## config.mk

```make
export PLATFORM = sky130hd
export DESIGN_NAME = mem_stage
export DESIGN_NICKNAME = d
export VERILOG_FILES = /design/src/rtl/mem_stage.sv
export SDC_FILE = /design/constraint.sdc
export NUM_CORES = 1
export LEC_CHECK = 0
export CAP_MARGIN = 20
export CORE_AREA = 8 8 131 133
export DETAILED_ROUTE_END_ITERATION = 7
export DIE_AREA = 0 0 139 141
export PLACE_DENSITY = 0.86
export SYNTH_ARGS = -nofsm -noshare
export SYNTH_HDL_FRONTEND = slang
export SYNTH_SLANG_ARGS = --single-unit
```

## constraint.sdc

```tcl
create_clock -name clk_i -period 11.58 [get_ports clk_i]
set_input_delay 2.316 -clock clk_i [delete_from_list [all_inputs] [get_ports clk_i]]
set_output_delay 2.316 -clock clk_i [all_outputs]
set_load 0.02 [all_outputs]
```

## src/rtl/mem_stage.sv

```systemverilog
// Memory-access pipeline stage: drives loads/stores on a req/ack data bus,
// steers sub-word lanes, and registers the MEM/WB values for writeback.
module mem_stage #(
   parameter int MEM_TIMEOUT = 255
) (
   input  logic        clk_i,
   input  logic        rst_i,
   input  logic        EXMEM_valid_i,
   input  logic [31:0] EXMEM_alu_i,
   input  logic [31:0] EXMEM_store_data_i,
   input  logic [4:0]  EXMEM_reg_write_address_i,
   input  logic        EXMEM_ctrl_reg_write_i,
   input  logic        EXMEM_ctrl_mem_to_reg_i,
   input  logic        EXMEM_ctrl_mem_read_i,
   input  logic        EXMEM_ctrl_mem_write_i,
   input  logic [1:0]  EXMEM_ctrl_mem_size_i,
   input  logic        EXMEM_ctrl_mem_signed_i,
   output logic        dmem_req_o,
   output logic        dmem_we_o,
   output logic [31:0] dmem_addr_o,
   output logic [31:0] dmem_wdata_o,
   output logic [3:0]  dmem_be_o,
   input  logic        dmem_ack_i,
   input  logic [31:0] dmem_rdata_i,
   output logic        MEM_stall_o,
   output logic        MEM_misaligned_o,
   output logic        MEM_bus_error_o,
   output logic [31:0] MEMWB_mem_o,
   output logic [31:0] MEMWB_alu_o,
   output logic [4:0]  MEMWB_reg_write_address_o,
   output logic        MEMWB_ctrl_reg_write_o,
   output logic        MEMWB_ctrl_mem_to_reg_o,
   output logic        dbg_state
);

   typedef enum logic {IDLE = 1'b0, ACCESS = 1'b1} state_t;

   localparam logic [7:0] TIMEOUT_LAST = 8'(MEM_TIMEOUT - 1);

   state_t      state;
   logic [7:0]  cnt;
   logic [31:0] addr_q;
   logic [31:0] wdata_q;
   logic [3:0]  be_q;
   logic        we_q;
   logic [1:0]  size_q;
   logic        signed_q;

   logic        memop;
   logic        misaligned;
   logic        issue;
   logic        timeout_hit;
   logic [31:0] wdata_next;
   logic [3:0]  be_next;
   logic [7:0]  byte_lane;
   logic [15:0] half_lane;
   logic [31:0] load_data;

   assign memop       = EXMEM_valid_i & (EXMEM_ctrl_mem_read_i | EXMEM_ctrl_mem_write_i);
   assign misaligned  = ((EXMEM_ctrl_mem_size_i == 2'b01) & EXMEM_alu_i[0]) |
                        (EXMEM_ctrl_mem_size_i[1] & (EXMEM_alu_i[1:0] != 2'b00));
   assign issue       = (state == IDLE) & memop & ~misaligned;
   assign timeout_hit = (cnt == TIMEOUT_LAST);

   assign dbg_state    = state;
   assign dmem_req_o   = (state == ACCESS);
   assign dmem_we_o    = (state == ACCESS) & we_q;
   assign dmem_be_o    = (state == ACCESS) ? be_q : 4'b0000;
   assign dmem_addr_o  = {addr_q[31:2], 2'b00};
   assign dmem_wdata_o = wdata_q;
   assign MEM_stall_o  = issue | ((state == ACCESS) & ~dmem_ack_i);

   always_comb begin
      wdata_next = EXMEM_store_data_i;
      be_next    = 4'b1111;
      case (EXMEM_ctrl_mem_size_i)
         2'b00: begin
            wdata_next = {4{EXMEM_store_data_i[7:0]}};
            be_next    = 4'b0001 << EXMEM_alu_i[1:0];
         end
         2'b01: begin
            wdata_next = {2{EXMEM_store_data_i[15:0]}};
            be_next    = 4'b0011 << {EXMEM_alu_i[1], 1'b0};
         end
         default: ;
      endcase
   end

   always_comb begin
      byte_lane = dmem_rdata_i[7:0];
      case (addr_q[1:0])
         2'b01:   byte_lane = dmem_rdata_i[15:8];
         2'b10:   byte_lane = dmem_rdata_i[23:16];
         2'b11:   byte_lane = dmem_rdata_i[31:24];
         default: ;
      endcase
      half_lane = addr_q[1] ? dmem_rdata_i[31:16] : dmem_rdata_i[15:0];
      load_data = dmem_rdata_i;
      case (size_q)
         2'b00:   load_data = {{24{signed_q & byte_lane[7]}}, byte_lane};
         2'b01:   load_data = {{16{signed_q & half_lane[15]}}, half_lane};
         default: ;
      endcase
   end

   always_ff @(posedge clk_i or posedge rst_i) begin
      if (rst_i) begin
         state                     <= IDLE;
         cnt                       <= 8'd0;
         addr_q                    <= 32'd0;
         wdata_q                   <= 32'd0;
         be_q                      <= 4'd0;
         we_q                      <= 1'b0;
         size_q                    <= 2'd0;
         signed_q                  <= 1'b0;
         MEM_misaligned_o          <= 1'b0;
         MEM_bus_error_o           <= 1'b0;
         MEMWB_mem_o               <= 32'd0;
         MEMWB_alu_o               <= 32'd0;
         MEMWB_reg_write_address_o <= 5'd0;
         MEMWB_ctrl_reg_write_o    <= 1'b0;
         MEMWB_ctrl_mem_to_reg_o   <= 1'b0;
      end else begin
         MEM_misaligned_o <= 1'b0;
         MEM_bus_error_o  <= 1'b0;
         case (state)
            IDLE: begin
               MEMWB_alu_o               <= EXMEM_alu_i;
               MEMWB_reg_write_address_o <= EXMEM_reg_write_address_i;
               MEMWB_ctrl_mem_to_reg_o   <= EXMEM_ctrl_mem_to_reg_i;
               MEMWB_ctrl_reg_write_o    <= EXMEM_valid_i & EXMEM_ctrl_reg_write_i & ~memop;
               if (memop && misaligned) begin
                  MEM_misaligned_o <= 1'b1;
               end else if (issue) begin
                  // Read+write together is a store, so we follows the write flag alone.
                  addr_q   <= EXMEM_alu_i;
                  wdata_q  <= wdata_next;
                  be_q     <= be_next;
                  we_q     <= EXMEM_ctrl_mem_write_i;
                  size_q   <= EXMEM_ctrl_mem_size_i;
                  signed_q <= EXMEM_ctrl_mem_signed_i;
                  cnt      <= 8'd0;
                  state    <= ACCESS;
               end
            end
            ACCESS: begin
               if (dmem_ack_i) begin
                  if (!we_q) MEMWB_mem_o <= load_data;
                  MEMWB_alu_o               <= EXMEM_alu_i;
                  MEMWB_reg_write_address_o <= EXMEM_reg_write_address_i;
                  MEMWB_ctrl_mem_to_reg_o   <= EXMEM_ctrl_mem_to_reg_i;
                  MEMWB_ctrl_reg_write_o    <= EXMEM_valid_i & EXMEM_ctrl_reg_write_i;
                  cnt                       <= 8'd0;
                  state                     <= IDLE;
               end else if (timeout_hit) begin
                  MEMWB_ctrl_reg_write_o <= 1'b0;
                  MEM_bus_error_o        <= 1'b1;
                  cnt                    <= 8'd0;
                  state                  <= IDLE;
               end else begin
                  MEMWB_ctrl_reg_write_o <= 1'b0;
                  cnt                    <= cnt + 8'd1;
               end
            end
            default: state <= IDLE;
         endcase
      end
   end

endmodule

```

==> impl_metrics.json, run 1 <==
{
  "drtIter0Drc": 305,
  "dpl-instance-area_mm2": 0.00952,
  "diodes": 0,
  "worstSetupPathType": "in2out",
  "yosys-top-cells-count": "dfrtp_1 (154), mux2_2 (93), nand2_1 (60), buf_4 (42), nand3_1 (38)",
  "r2r-end": "MEMWB_mem_o[18]$_DFFE_PP0P_",
  "synth_edf_count": 0,
  "leakage_nw": 4.18,
  "synth.distinct_cells": 47,
  "drive_gt1_frac": 0.177,
  "critPathLaunchType": "input pin",
  "cts_hold_buf": 0,
  "comb_power_share": 0.371,
  "cp_max_fo": 16,
  "tightest_slew_ns": 1.05,
  "clock_path_buffers": 2,
  "rsz0062_at_grt": "false",
  "final_antenna_net_count": 0,
  "hold_viol_final": 0,
  "dieArea_mm2": 0.0196,
  "fp.dieW_um": 139,
  "ir_drop_mv": 0.114,
  "synthArstFlopShare": 1.00,
  "synth_most_common_cell": "dfrtp_1",
  "ys_seq_area_frac": 0.537,
  "drt_first_pass_iters": 4,
  "required_ns": 9.26,
  "grt_antenna_before_repair": 0,
  "io_buffer_count": 254,
  "final_max_slew_viol_count": 0,
  "cp-end-kind": "primary output",
  "clk_pin_slew_ns": 0.06,
  "tritoncts": "yes",
  "synth_area_mm2": 0.00718,
  "cap_violations": 0,
  "power.density_mw_per_mm2": 202,
  "outcome": "finished, final reports clean",
  "synth_ff_type": "dfrtp_1",
  "hold_depth": 2,
  "ys_top_cells_by_area": "dfrtp_1 (54%), mux2_2 (15%), buf_4 (4.4%)",
  "power_frac_clock": 0.245,
  "gp_congestion": 0.836,
  "wirelength_um": 20400,
  "rows": 45,
  "cts-buffers-inserted": 17,
  "max_slew_margin": 0.301,
  "ioPinCount": 257,
  "drc": 0,
  "min_path_type": "reg2reg",
  "hpwl_um": 15000,
  "setup_violations": 0,
  "clock-root-buffer": "clkbuf_16",
  "area_delta_synth_final_pct": 40.0,
  "grt_max_degree": 94,
  "ys_ff_latch": 154,
  "synth_cells": 623,
  "die_h_um": 141,
  "swShare": 0.341,
  "rrSetupSlack_ns": 9.03,
  "start_util": 0.479,
  "postCtsSetupBuffers": 0,
  "grt-ovfl-total": 0,
  "via_per_inst": 5.33,
  "finalNetCount": 943,
  "ys.warnings.count": 0,
  "min_to": "MEMWB_mem_o[26]$_DFFE_PP0P_",
  "finalClockSkew_ns": 0.00648,
  "grt_pass1_vias": 5901,
  "synth_top_area_frac": 0.537,
  "core_mm2": 0.0150,
  "finalCriticalPeriod_ns": 7.12,
  "final.period_utilization": 0.615,
  "p_sw_w": 0.000693,
  "pwr-share-seq": 0.384,
  "finalSetupTns_ns": 0,
  "htreeDepth": 4,
  "clock-sinks": 154,
  "grt_usage": 0.211,
  "cts_resized": 0,
  "drt-wirelength-per-cell_um": 19.8,
  "synth_top_area_cell": "dfrtp_1",
  "min_from": "MEMWB_mem_o[26]$_DFFE_PP0P_",
  "grt_first_pass_wirelength_um": 32800,
  "clk_latency_ns": 0.41,
  "crit_arrival_ns": 4.80,
  "design_area_mm2": 0.0100,
  "r2r-start": "dbg_state$_DFF_PP0_",
  "power.internal_w": 0.00134,
  "vias": 5493,
  "rr_worst_depth": 4,
  "fmax_mhz": 140,
  "syn_area_per_cell_um2": 11.5
}
-- state kept, by name (all words and copies together) (netlist names), 2 cells and up --
name                       count
cnt                            8
size_q                         2
dmem_wdata_o                  32
MEMWB_alu_o                   32
be_q                           4
MEMWB_mem_o                   32
MEMWB_reg_write_address_o      5
addr_q                        32
-- cells in the final DEF (no fill, tap or decap), drive strengths merged, types with 2 or more instances in the layout --
cell type,n
nor2b,3
o21ai,27
conb,2
ha,2
clkbuf,21
o221a,7
clkinv,6
mux2,97
nand4,2
or2,2
and2,3
nand2b,10
clkinvlp,5
nor2,26
clkdlybuf4s50,254
dfrtp,154
nor3,10
buf,5
nand2,60
or3,3
nor4,2
inv,7
a31oi,9
mux2i,28
nand3b,9
xor2,2
a21oi,32
a21o,2
nand3,38
-- logic make-up (layout without fill, tap and decap cells) --
family | after synthesis | after routing | synth area share
AOI/OAI and AO/OA | 86 | 86 | 0.0762
xor gates and xnor gates | 3 | 3 | 0.00366
adders and majority gates | 2 | 2 | 0.00349
buffers and inverters | 80 | 298 | 0.0715
DFF | 154 | 154 | 0.537
muxes | 125 | 125 | 0.193
other | 1 | 2 | 0.000523
and+or+nand+nor | 172 | 172 | 0.114
-- per-layer routing --
layer / global-route usage / vias up / part of all wire
li1: - / 2565 / -
met1: 0.246 / 2657 / 0.41
met2: 0.351 / 238 / 0.49
met3: 0.0766 / 33 / 0.082
met4: 0.0791 / 0 / 0.023
met5: 0 / - / 0
-- area by class of cell --
class / instances / area [um^2]
Clock buffer: 21 / 450
Clock inverter: 11 / 75.1
Fill cell: 1156 / 4930
Inverter: 7 / 31.3
Multi-Input combinational cell: 390 / 2820
Sequential cell: 154 / 3850
Tap cell: 188 / 235
Timing Repair Buffer: 259 / 2580
-- per-stage QoR --
step	util	power [W]	std cells	worst slack [ns]	hold WS, ns
6_report	0.671	0.00203	1030	4.46	0.497
5_1_grt	0.671	0.00213	1030	4.34	0.515
4_1_cts	0.671	0.00205	1030	4.48	0.498
3_5_place_dp	0.636	0.00155	998	4.48	0.484
3_3_place_gp	0.636	0.00153	998	4.49	0.476
2_1_floorplan	-	0.00120	624	5.11	0.472
-- worst max-delay path by stage --
| stage | from | to | slack, ns | cells past startpoint |
|---|---|---|---|---|
| CTS | EXMEM_ctrl_mem_size_i[0] | MEM_stall_o | 4.48 | 5 |
| detailed placement | EXMEM_ctrl_mem_size_i[0] | MEM_stall_o | 4.48 | 5 |
| global route | EXMEM_ctrl_mem_size_i[0] | MEM_stall_o | 4.34 | 5 |
| global placement | EXMEM_ctrl_mem_size_i[0] | MEM_stall_o | 4.49 | 5 |
| floorplan | rst_i | MEMWB_alu_o[0]$_DFFE_PP0N_ | 5.11 | 1 |
| finish | EXMEM_ctrl_mem_size_i[0] | MEM_stall_o | 4.46 | 5 |
-- power by group through the flow --
| stage | clock network, W | registers [W] | logic (W) |
|---|---|---|---|
| 6_report | 0.000499 | 0.000781 | 0.000754 |
| 5_1_grt | 0.000530 | 0.000800 | 0.000803 |
| 4_1_cts | 0.000507 | 0.000781 | 0.000763 |
| 3_5_place_dp | 0 | 0.000789 | 0.000761 |
| 3_3_place_gp | 0 | 0.000782 | 0.000748 |
| 2_1_floorplan | 0 | 0.000879 | 0.000324 |
-- critical path, cell delays in order --
cell and delay, ns:
clkdlybuf4s50_1 1.00, o21ai_2 0.16, a31oi_1 0.64, a21oi_1 0.08, clkdlybuf4s50_1 0.59
No activity file was read; power rests on OpenSTA's default activity.
==> run 2: changes to the inputs <==
Settings changed: CORE_AREA 8 8 131 133 to 8 8 142 144, DIE_AREA 0 0 139 141 to 0 0 150 152, PLACE_DENSITY 0.86 to 0.77.
Clock period 11.58 ns to 6.2 ns, I/O delays scaled along.
==> run 2 against run 1 <==
Compared with the run above: global-route usage fell by 2.9 points; first-iteration DRC count fell by 10%; count of clock-buffer cells in the layout fell by 3; combinational power rose by 88%; clock skew rose by 0.0046 ns; worst hold slack got worse by 0.0047 ns; flip-flop and latch count did not move; final cell count rose by 4.3%; die area rose by 16%; worst setup slack got worse by 2.6 ns; via count fell by 1.0%; critical path type unchanged; largest power group unchanged; highest routed layer unchanged.
==> impl_metrics.json, run 2 (synthesis results as in run 1) <==
{
  "ir_drop_mv": 0.237,
  "die_h_um": 152,
  "pwr-share-seq": 0.376,
  "clk_pin_slew_ns": 0.06,
  "layout.cells.most_common_list": "clkdlybuf4s50_1 (254), dfrtp_1 (154), mux2_2 (93), nand2_1 (60), nand3_1 (38)",
  "max_slew_margin": 0.313,
  "cp-end-kind": "primary output",
  "total_power_w": 0.00387,
  "grt_max_degree": 115,
  "clk_latency_ns": 0.42,
  "final_antenna_net_count": 0,
  "pre_cts_ws_ns": 1.83,
  "drt_first_pass_iters": 7,
  "drt-wirelength-per-cell_um": 19.2,
  "grt-ovfl-total": 0,
  "finish.utilization": 0.573,
  "hold_viol_final": 0,
  "p_sw_w": 0.00132,
  "io_buffer_count": 254,
  "cp_max_fo": 10,
  "worstSetupPathType": "in2out",
  "area_delta_synth_final_pct": 41.9,
  "grt_usage": 0.182,
  "required_ns": 4.96,
  "critPathLaunchType": "input pin",
  "clock-root-buffer": "clkbuf_16",
  "hpwl_um": 15000,
  "via_per_inst": 5.06,
  "cap_violations": 0,
  "core_mm2": 0.0178,
  "fmax_mhz": 228,
  "tritoncts": "yes",
  "gp_congestion": 0.800,
  "final_common_cell": "clkdlybuf4s50_1",
  "power_frac_clock": 0.258,
  "postCtsSetupBuffers": 0,
  "diodes": 0,
  "comb_power_share": 0.366,
  "power.density_mw_per_mm2": 380,
  "cts_resized": 0,
  "wirelength_um": 20600,
  "htreeDepth": 4,
  "finalCriticalPeriod_ns": 4.39,
  "setup_violations": 0,
  "finalNetCount": 946,
  "crit_arrival_ns": 3.15,
  "cts_hold_buf": 0,
  "final.period_utilization": 0.708,
  "drive_gt1_frac": 0.182,
  "holdWs_ns": 0.492,
  "swShare": 0.341,
  "grt_first_pass_wirelength_um": 32600,
  "dieArea_mm2": 0.0228,
  "start_util": 0.404,
  "min_path_type": "reg2reg",
  "ioPinCount": 257,
  "grt_antenna_before_repair": 0,
  "fin_ws_ns": 1.81,
  "rsz0062_at_grt": "false",
  "tightest_slew_ns": 1.03,
  "power.internal_w": 0.00255,
  "clock_path_buffers": 2,
  "finalClockSkew_ns": 0.0111,
  "leakage_nw": 4.22,
  "clock-sinks": 154,
  "final_max_slew_viol_count": 0,
  "rrSetupSlack_ns": 3.63,
  "grt_pass1_vias": 5943,
  "outcome": "finished, final reports clean",
  "cts-buffers-inserted": 17,
  "finalSetupTns_ns": 0,
  "drtIter0Drc": 274,
  "drc": 0,
  "vias": 5438,
  "rows": 49,
  "fp.dieW_um": 150
}
==> run 2: cell count changes in the layout (fill, tap and decap cells not counted) <==
| cell | change |
|---|---|
| clkinvlp_4 | -1 |
| buf_16 | +1 |
| clkinv_2 | -3 |
| inv_6 | +7 |
| bufinv_16 | +1 |
| clkbuf_1 | -2 |
| clkbuf_8 | -1 |
| clkinv_4 | -1 |
| buf_4 | +2 |
==> run 2: worst paths after layout <==
kind	from	to	cells after the start
max in group asynchronous	rst_i	addr_q[18]$_DFFE_PP0P_	4
min reg2reg	MEMWB_mem_o[28]$_DFFE_PP0P_	MEMWB_mem_o[28]$_DFFE_PP0P_	2
min in group asynchronous	rst_i	MEMWB_alu_o[26]$_DFFE_PP0N_	2
max reg2reg	dbg_state$_DFF_PP0_	dmem_wdata_o[28]$_DFFE_PP0P_	4
max	EXMEM_alu_i[1]	MEM_stall_o	6
min	MEMWB_mem_o[28]$_DFFE_PP0P_	MEMWB_mem_o[28]$_DFFE_PP0P_	2
==> run 2: stage by stage <==
| step | area, um^2 | std cells |
|---|---|---|
| 3_5_place_dp | 9590 | 1041 |
| 4_1_cts | 10200 | 1073 |
| 5_1_grt | 10200 | 1074 |
| 2_1_floorplan | 7180 | 624 |
| 6_report | 10200 | 1074 |
| 3_3_place_gp | 9590 | 1041 |
==> run 2: cell type report <==
class                   count  area (um^2)
clock buffers              18          429
clock inverters            14          135
fillers                  1492         7600
inverters                   7         31.3
multi-input cells         390         2820
flip-flops and latches    154         3850
well taps                 229          287
repair buffers            262         2620
==> run 2: metal layers <==
layer	vias to the layer above	GRT usage	part of all wire
met2	216	0.297	0.48
li1	2569	-	-
met5	-	0	0
met1	2618	0.209	0.39
met4	0	0.0733	0.024
met3	35	0.0704	0.099
==> run 2: critical path, stage by stage <==
cell             delay [ns]
clkdlybuf4s50_1        0.63
nand2_1                0.21
a31oi_1                0.10
buf_4                  0.18
a21oi_1                0.14
clkdlybuf4s50_1        0.64
==> run 2: power groups by stage <==
stage	logic [W]	clock network, W	registers (W)
3_3_place_gp	0.00141	0	0.00146
2_1_floorplan	0.000605	0	0.00164
6_report	0.00142	0.000998	0.00145
5_1_grt	0.00151	0.00107	0.00149
4_1_cts	0.00143	0.00102	0.00145
3_5_place_dp	0.00143	0	0.00147
==> run 3: changes to the inputs <==
Settings changed: CORE_AREA 8 8 142 144 to 8 8 136 138, DIE_AREA 0 0 150 152 to 0 0 144 146, PLACE_DENSITY 0.77 to 0.8.
Clock period 6.2 ns to 4.5 ns, I/O delays scaled along.
==> run 3 against run 2 <==
Compared with the run above: count of clock-buffer cells in the layout up 3; first-iteration DRC count down 13%; die area down 7.8%; total power up 36%.
==> impl_metrics.json, run 3 (synthesis results as in run 1) <==
{
  "multiInputGateArea_mm2": 0.00282,
  "r2r-end": "MEMWB_mem_o[23]$_DFFE_PP0P_",
  "holdWs_ns": 0.492,
  "cp_cell_sequence": "clkdlybuf4s50_1 -> nand2_1 -> a31oi_1 -> buf_4 -> a21oi_1 -> clkdlybuf4s50_1",
  "clk_latency_ns": 0.42,
  "crit_arrival_ns": 2.80,
  "dieArea_mm2": 0.0210,
  "cp_common_cell": "clkdlybuf4s50_1",
  "fp.dieW_um": 144,
  "hpwl_um": 15200,
  "area_delta_synth_final_pct": 41.5,
  "finalNetCount": 947,
  "cp_slowest_cell": "clkdlybuf4s50_1",
  "outcome": "finished, final reports clean",
  "grt_max_degree": 124,
  "cp-end-kind": "primary output",
  "rrSetupSlack_ns": 2.15,
  "hold_depth": 2,
  "diodes": 0,
  "cap_violations": 0,
  "min_to": "MEMWB_mem_o[26]$_DFFE_PP0P_",
  "vias": 5477,
  "io_buffer_count": 254,
  "clock-sinks": 154,
  "tritoncts": "yes",
  "finalClockSkew_ns": 0.00714,
  "postCtsSetupBuffers": 0,
  "min_from": "MEMWB_mem_o[26]$_DFFE_PP0P_",
  "drt_first_pass_iters": 4,
  "leakage_nw": 4.21,
  "die_h_um": 146,
  "critPathLaunchType": "input pin",
  "cp_max_fo": 10,
  "hold_viol_final": 0,
  "clk_pin_slew_ns": 0.06,
  "fmax_mhz": 270,
  "power.density_mw_per_mm2": 519,
  "final_antenna_net_count": 0,
  "slowest_delay_ns": 0.72,
  "core_mm2": 0.0163,
  "rr_worst_depth": 3,
  "cpLargestDelayFamily": "buffers and inverters",
  "final_max_slew_viol_count": 0,
  "worstSetupPathType": "in2out",
  "final.period_utilization": 0.822,
  "r2r-start": "addr_q[1]$_DFFE_PP0P_",
  "grt-ovfl-total": 0,
  "cts_resized": 0,
  "grt_antenna_before_repair": 1,
  "rows": 47,
  "grt_pass1_vias": 5751,
  "dpl.cell_count": 1034,
  "start_util": 0.441,
  "cts_hold_buf": 0,
  "ioPinCount": 257,
  "fin_cells": 1066,
  "cts-buffers-inserted": 17,
  "drive_gt1_frac": 0.180,
  "clock-root-buffer": "clkbuf_16",
  "max_slew_margin": 0.307,
  "rsz0062_at_grt": "false",
  "drc": 0,
  "min_path_type": "reg2reg",
  "seq_area_mm2": 0.00385,
  "clock_path_buffers": 2,
  "ir_drop_mv": 0.292,
  "tightest_slew_ns": 1.04,
  "cp_num_buf_inv": 3,
  "finalCriticalPeriod_ns": 3.70,
  "finalSetupTns_ns": 0,
  "fill_cells": 1330,
  "final_common_cell": "clkdlybuf4s50_1",
  "htreeDepth": 4,
  "wirelength_um": 20400,
  "drt-wirelength-per-cell_um": 19.1,
  "grt_first_pass_wirelength_um": 32200,
  "gp_congestion": 0.795,
  "via_per_inst": 5.14,
  "grt_usage": 0.198,
  "layout.cells.most_common_list": "clkdlybuf4s50_1 (254), dfrtp_1 (154), mux2_2 (93), nand2_1 (60), nand3_1 (38)",
  "setup_violations": 0,
  "drtIter0Drc": 239,
  "required_ns": 3.60
}
==> run 3: changes by cell type in the layout (fill, tap and decap cells not counted), sizes merged <==
cell | before | now
inv | 14 | 7
clkinv | 2 | 6
clkbuf | 18 | 21
buf | 8 | 9
==> run 3: per-stage QoR <==
step	utilization	total power, W	setup slack (ns)	cell area (um^2)
final	0.624	0.00527	0.800	10200
after global routing	0.624	0.00554	0.731	10200
after CTS	0.624	0.00533	0.820	10200
after detailed placement	0.590	0.00399	0.827	9620
after global placement	0.590	0.00395	0.833	9620
after floorplan	-	0.00310	1.66	7180
==> run 3: how the worst max path moves through the flow <==
stage | from | end | slack (ns) | cells past startpoint
floorplan | rst_i | MEMWB_alu_o[0]$_DFFE_PP0N_ | 1.66 | 1
global placement | EXMEM_alu_i[1] | MEM_stall_o | 0.83 | 6
detailed placement | EXMEM_alu_i[1] | MEM_stall_o | 0.83 | 6
CTS | EXMEM_alu_i[1] | MEM_stall_o | 0.82 | 6
global route | EXMEM_alu_i[1] | MEM_stall_o | 0.73 | 6
finish | EXMEM_alu_i[1] | MEM_stall_o | 0.80 | 6
==> run 3: power breakdown <==
group	total, W	leakage, nW	internal, W	switching [W]
logic	0.00195	2.13	0.000994	0.000952
clock network	0.00132	0.257	0.000759	0.000557
registers	0.00201	1.83	0.00175	0.000261
==> run 3: worst reg2reg max path, delay by kind of cell, from the launching register on <==
family,cells,cell delay (ns)
DFF,1,0.94
and+or+nand+nor,1,0.16
AOI/OAI and AO/OA,1,0.65
muxes,1,0.44
==> run 3: final cells by class <==
class	count	share of cell area
multi-input combinational	390	0.278
sequential	154	0.379
clock buffer	21	0.0434
timing repair buffer	263	0.259
clock inverter	11	0.00973
inverter	7	0.00296
tap	220	0.0271
==> run 3: routing by layer <==
| layer | wire length, um | GRT usage | vias to the layer above |
|---|---|---|---|
| met4 | 433 | 0.0610 | 2 |
| met5 | 9 | 0 | - |
| met2 | 9830 | 0.317 | 226 |
| li1 | - | - | 2573 |
| met1 | 8030 | 0.233 | 2648 |
| met3 | 2060 | 0.0876 | 28 |
